[config.mk]
export PLATFORM = sky130hd
export DESIGN_NAME = mul_arb
export DESIGN_NICKNAME = d
export VERILOG_FILES = /design/src/rtl/mul_arb.sv
export SDC_FILE = /design/constraint.sdc
export NUM_CORES = 1
export LEC_CHECK = 0
export ABC_AREA = 1
export CAP_MARGIN = 25
export CORE_MARGIN = 2
export CORE_UTILIZATION = 45
export DETAILED_ROUTE_END_ITERATION = 8
export GPL_ROUTABILITY_DRIVEN = 1
export PLACE_DENSITY = 0.93
export REMOVE_ABC_BUFFERS = 1
export SLEW_MARGIN = 30
export SYNTH_ARGS = -nofsm -noshare
export SYNTH_HDL_FRONTEND = slang
export SYNTH_SLANG_ARGS = --single-unit
[constraint.sdc]
create_clock -name ck -period 2.57 [get_ports ck]
set_input_delay 0.6425 -clock ck [delete_from_list [all_inputs] [get_ports ck]]
set_output_delay 0.6425 -clock ck [all_outputs]
set_load 0.05 [all_outputs]
[src/rtl/mul_arb.sv]
// ---------------------------------------------------------------------------
// mul_arb
//
// Round-robin arbiter and sequencer that shares one sequential 8x8 multiplier
// ("mul") among N requesters. A winner is picked in IDLE. Its operands are
// captured and driven to the multiplier, along with a one-cycle start. The
// operands are held while the multiplier runs. When the multiplier reports
// fin, the 17-bit product is returned to the winner with a one-cycle strobe.
//
// Optional feature macro: MUL_ARB_TIMEOUT_EN
//   Defined     : a watchdog counts WAIT cycles. When it reaches TMO without
//                 fin, the operation completes with rsp_err=1 and rsp_data=0.
//   Not defined : WAIT waits indefinitely and rsp_err is tied to 0.
//
// Parameters:
//   N    number of requesters (2..8)
//   TMO  watchdog limit in cycles (only meaningful with MUL_ARB_TIMEOUT_EN)
//
// Ports:
//   ck         in   clock, rising edge
//   rst_n      in   asynchronous active-low reset
//   req        in   [N]    per-requester level request, held until ack
//   a_in       in   [8N]   operand A, requester i in bits [8i+7:8i]
//   b_in       in   [8N]   operand B, same packing
//   ack        out  [N]    one-hot pulse: operands captured
//   rsp_valid  out  [N]    one-hot pulse: result ready
//   rsp_data   out  [17]   product, valid with rsp_valid
//   rsp_err    out         watchdog timeout flag, qualified by rsp_valid
//   busy       out         high whenever the sequencer is not IDLE
//   mul_a      out  [8]    operand A to the multiplier
//   mul_b      out  [8]    operand B to the multiplier
//   mul_start  out         start pulse to the multiplier
//   mul_o      in   [17]   product from the multiplier
//   mul_fin    in          completion flag from the multiplier
// ---------------------------------------------------------------------------
module mul_arb #(
  parameter int N   = 4,
  parameter int TMO = 16
) (
  input  logic           ck,
  input  logic           rst_n,
  input  logic [N-1:0]   req,
  input  logic [8*N-1:0] a_in,
  input  logic [8*N-1:0] b_in,
  output logic [N-1:0]   ack,
  output logic [N-1:0]   rsp_valid,
  output logic [16:0]    rsp_data,
  output logic           rsp_err,
  output logic           busy,
  output logic [7:0]     mul_a,
  output logic [7:0]     mul_b,
  output logic           mul_start,
  input  logic [16:0]    mul_o,
  input  logic           mul_fin
);

  localparam int IW = $clog2(N);

  typedef enum logic [1:0] {
    IDLE  = 2'd0,
    START = 2'd1,
    WAIT  = 2'd2,
    DONE  = 2'd3
  } state_t;

  // Catch illegal configurations at elaboration time.
  if (N < 2 || N > 8 || TMO < 1) begin : g_bad_param
    $error("mul_arb: N must be 2..8 and TMO must be positive");
  end

  state_t         state, state_nxt;
  logic [IW-1:0]  grant, grant_nxt;
  logic [IW-1:0]  ptr, ptr_nxt;
  logic [7:0]     mul_a_nxt, mul_b_nxt;
  logic [N-1:0]   ack_nxt, rsp_valid_nxt;
  logic [16:0]    rsp_data_nxt;
  logic           mul_start_nxt;
  logic           busy_nxt;

  logic           rr_found;
  logic [IW-1:0]  rr_idx;
  int             rr_cand;

`ifdef MUL_ARB_TIMEOUT_EN
  localparam int CW = $clog2(TMO + 1);
  logic [CW-1:0]  tmo_cnt, tmo_cnt_nxt;
  logic           rsp_err_q, rsp_err_nxt;
  assign rsp_err = rsp_err_q;
`else
  assign rsp_err = 1'b0;
`endif

  // Round-robin search: the first requester at or after ptr, wrapping at N.
  // The wrap is done by subtraction so that N need not be a power of two.
  always_comb begin
    rr_found = 1'b0;
    rr_idx   = '0;
    rr_cand  = 0;
    for (int k = 0; k < N; k++) begin
      rr_cand = int'(ptr) + k;
      if (rr_cand >= N) rr_cand = rr_cand - N;
      if (!rr_found && req[rr_cand]) begin
        rr_found = 1'b1;
        rr_idx   = IW'(rr_cand);
      end
    end
  end

  // Next-state and next-output logic. Every output is registered from these
  // *_nxt values, so no input reaches an output combinationally. The ack and
  // start pulses are launched on the IDLE->START edge. rsp_valid is launched
  // on the WAIT->DONE edge, so each pulse is high during exactly the state
  // that owns it.
  always_comb begin
    state_nxt     = state;
    grant_nxt     = grant;
    ptr_nxt       = ptr;
    mul_a_nxt     = mul_a;
    mul_b_nxt     = mul_b;
    rsp_data_nxt  = rsp_data;
    ack_nxt       = '0;
    rsp_valid_nxt = '0;
    mul_start_nxt = 1'b0;
`ifdef MUL_ARB_TIMEOUT_EN
    tmo_cnt_nxt   = tmo_cnt;
    rsp_err_nxt   = rsp_err_q;
`endif

    case (state)
      IDLE: begin
        if (rr_found) begin
          grant_nxt       = rr_idx;
          mul_a_nxt       = a_in[8*rr_idx +: 8];
          mul_b_nxt       = b_in[8*rr_idx +: 8];
          ack_nxt[rr_idx] = 1'b1;
          mul_start_nxt   = 1'b1;
          state_nxt       = START;
        end
      end

      START: begin
        state_nxt = WAIT;
`ifdef MUL_ARB_TIMEOUT_EN
        tmo_cnt_nxt = '0;
`endif
      end

      WAIT: begin
        // A fin in the expiry cycle still counts as a normal completion.
        if (mul_fin) begin
          rsp_data_nxt         = mul_o;
          rsp_valid_nxt[grant] = 1'b1;
          ptr_nxt              = (int'(grant) == N - 1) ? '0 : grant + 1'b1;
          state_nxt            = DONE;
`ifdef MUL_ARB_TIMEOUT_EN
          rsp_err_nxt          = 1'b0;
`endif
        end
`ifdef MUL_ARB_TIMEOUT_EN
        else if (tmo_cnt == CW'(TMO)) begin
          rsp_data_nxt         = '0;
          rsp_err_nxt          = 1'b1;
          rsp_valid_nxt[grant] = 1'b1;
          ptr_nxt              = (int'(grant) == N - 1) ? '0 : grant + 1'b1;
          state_nxt            = DONE;
        end
        else begin
          tmo_cnt_nxt = tmo_cnt + 1'b1;
        end
`endif
      end

      DONE: begin
        state_nxt = IDLE;
      end

      default: begin
        state_nxt = IDLE;
      end
    endcase

    busy_nxt = (state_nxt != IDLE);
  end

  // State register and output flops. The multiplier itself has no reset, so
  // a reset here simply abandons any operation in flight. A late fin from
  // that operation is ignored because only WAIT looks at mul_fin.
  always_ff @(posedge ck or negedge rst_n) begin
    if (!rst_n) begin
      state     <= IDLE;
      grant     <= '0;
      ptr       <= '0;
      mul_a     <= '0;
      mul_b     <= '0;
      ack       <= '0;
      rsp_valid <= '0;
      rsp_data  <= '0;
      mul_start <= 1'b0;
      busy      <= 1'b0;
    end else begin
      state     <= state_nxt;
      grant     <= grant_nxt;
      ptr       <= ptr_nxt;
      mul_a     <= mul_a_nxt;
      mul_b     <= mul_b_nxt;
      ack       <= ack_nxt;
      rsp_valid <= rsp_valid_nxt;
      rsp_data  <= rsp_data_nxt;
      mul_start <= mul_start_nxt;
      busy      <= busy_nxt;
    end
  end

`ifdef MUL_ARB_TIMEOUT_EN
  // Watchdog counter and error flag.
  always_ff @(posedge ck or negedge rst_n) begin
    if (!rst_n) begin
      tmo_cnt   <= '0;
      rsp_err_q <= 1'b0;
    end else begin
      tmo_cnt   <= tmo_cnt_nxt;
      rsp_err_q <= rsp_err_nxt;
    end
  end
`endif

endmodule

==> impl_results.md <==
- CP cell instances: clkdlybuf4s50_1 -> inv_1 -> nand2_1 -> nand3_1 -> nand2_1 -> inv_1 -> nand3_2 -> buf_12 -> nand2_8 -> nor2_2 -> o211ai_1 -> nand3_1
- Clock-pin slew on the worst setup and hold paths: 0.09 ns
- Synth area leaders: dfrtp_1 42%, nand2_1 14%, inv_1 8.9%
- CP Capture Type: flop
- IO Pins: 132
- Initial Utilization: 46.2%
- Routed via count: 2854
- Filler instances: 485
- Num Clock Sinks: 49
- M1 WL: 2.89 mm
- Routed WL: 7.27 mm
- RSZ-0062 raised after global routing: no
- Diode count: 0
- Sequential element share of the synthesized area: approximately 42%
- Flop2flop setup slack: between 0.4 and 0.5 ns
- GRT Util Overall: 20.5%
- Async SR Flop Fraction: 100%
- Final Max Slew Viols: 0
- Worst path buffer plus inverter count: 4
- Final setup vio count: 0
- Achievable Freq: 434 MHz
- CTS Buf Count: 5
- Place WS: -0.0293 ns
- CP max FO: 19
- Slew Limit Headroom: a little under two thirds
- CTS tree: yes
- H-tree depth: 2
- Synth cell types: 30
- Post-synth top area cell: dfrtp_1
- Maximum vdd drop: around 0.00095 V
- Hold WS: 0.280 ns
- Final nets: roughly 600
- Core region area: 6280 sq um
- Area growth syn-to-layout: 50.6%
- Rows: 29
- Mapped Area: 2900 sq um
- Buffers on Ports: 130
- Setup Fix Bufs, Post-CTS: 0
- Starting DRT DRC Count: 119
- Total power: ~6.3 mW
- 1st-pass router iterations: 4
- CP Launch Type: primary input
- Global route overflow: 0
- Ys flop type: dfrtp_1
- Routability congestion estimate: 0.815
- Slowest stage delay, CP: 0.47 ns
- Resize count post-CTS: 0
- Status: finished, final reports clean
- DRC viols: 0
- Largest net degree at the start of global routing: 47
- Top layer in use: met4
- Initial antenna violation count: 0
- Vias in the first global route: between 2000 and 3000
- Antenna Nets Post-Route: 0
- WP data arrival: approximately 2.5 ns
- Top-area cell type share of the netlist area: 42.2%
- Worst slew pin tran: 0.541 ns
- Syn Area/Cell: 7.78 sq um
- DP HPWL: around 5.7 mm
- Die Span X: between 80 and 90 microns
- Kind of critical path: primary input to flop
- EDFF count, synth: 0
- Clk buf depth: 2
- Leakage: 2.22 nW
- DR vias/cell: 4.91
- Die H: 84.3 microns
- Worst EP required: 2.81 ns
- Clock Latency Late Sink: 0.29 ns
- Final worst-path cycle share: 89.7%
- Post-layout minimum cycle time: 2.31 ns
- Mapped Cells: between 300 and 400
- Max-Cap Viols: 0
- Routed length on met3: approximately 500 microns
- Clk_skew: 0.00595 ns
- Final core occ: 69.6%
- Cell total after placement: 573
- Pwr Density: 1440 nW/um^2
- Yosys reg bits: 49
- Delay-heaviest family, CP: simple AND/OR/NAND/NOR gates
- Count leader, synth: nand2_1
- Hold Fails Final Rpt: 0
- First-pass GRT wire length: about 12 mm
- CTS root buf: clkbuf_8
- Critical-path top delay cell: clkdlybuf4s50_1
- Non-filler cells, final: 581
- Met2 WL: 3.75 mm
- Hold-fix buffers, CTS: 0
- Routed len/inst: 12.5 microns
- Worst hold path class: primary input to asynchronous set/reset pin
- Most instantiated cells after synthesis: 108 x nand2_1, 69 x inv_1, 49 x dfrtp_1
- Setup ws final: 0.265 ns
- Synth warnings: 0
- Die area: roughly 7100 sq um
- Layout cells sized above 1: 11.5%
[where the power goes]
group	internal, mW	switching (mW)
Sequential	1.14	0.218
Combinational	1.63	2.87
Clock	0.193	0.249
Total	2.97	3.34
[metrics by stage]
stage,setup TNS (ns),cell area [sq um]
after floorplan,-0.622,2780
after global placement,0,4280
after detailed placement,-0.136,4280
after CTS,0,4370
after global routing,0,4370
final,0,4370
[layer usage]
metal | vias to the layer above | global-route usage, %
li1 | 1424 | -
met1 | 1292 | 23.9
met2 | 125 | 37.6
met3 | 13 | 4.42
met4 | 0 | 6.45
met5 | - | 0
[cells in the final DEF, fill, tap and decap left out, drive strengths merged, types with 3 or more instances in the layout]
cell type / count
clkdlybuf4s50: 129
nand2: 113
inv: 72
dfrtp: 49
nand3: 42
nand4: 18
mux2: 17
nor2: 13
buf: 12
o211ai: 8
or2: 8
ha: 6
clkbuf: 5
a21oi: 4
clkinv: 3
[cells by family after synthesis]
family          after synthesis  share of synthesized area (%)
flops                        49                           42.2
simple gates                195                           31.2
mux                          17                           6.59
compound gates               15                           3.49
other cells                   1                          0.129
buf+inv                      90                           13.8
fa+ha+maj                     6                           2.59
[registers in the layout, indices dropped and copies added (netlist names), 2 cells and up]
register / count
ack: 4
grant: 2
mul_a: 8
mul_b: 8
ptr: 2
rsp_data: 17
rsp_valid: 4
state: 2
[worst paths after layout]
path                                      startpoint                  endpoint  cells past startpoint
worst min-delay path                           rst_n      mul_b[7]$_DFFE_PN0P_                      1
worst min register to register  mul_b[0]$_DFFE_PN0P_      mul_b[0]$_DFFE_PN0P_                      2
min in group ck                 mul_b[0]$_DFFE_PN0P_      mul_b[0]$_DFFE_PN0P_                      2
worst max-delay path                          req[0]      mul_a[6]$_DFFE_PN0P_                     12
max in group asynchronous                      rst_n  rsp_data[14]$_DFFE_PN0P_                      2
worst max register to register    ptr[0]$_DFFE_PN0P_      mul_a[6]$_DFFE_PN0P_                     11
[cell type report]
type	count	area (sq um)	share of cell area, %
Sequential cell	49	1230	28.0
Clock inverter	3	22.5	0.515
Tap cell	77	96.3	2.20
Clock buffer	5	68.8	1.57
Timing Repair Buffer	141	1400	32.1
Multi-Input combinational cell	234	1280	29.2
Inverter	72	278	6.35
Power figures use the tool's default switching activity.
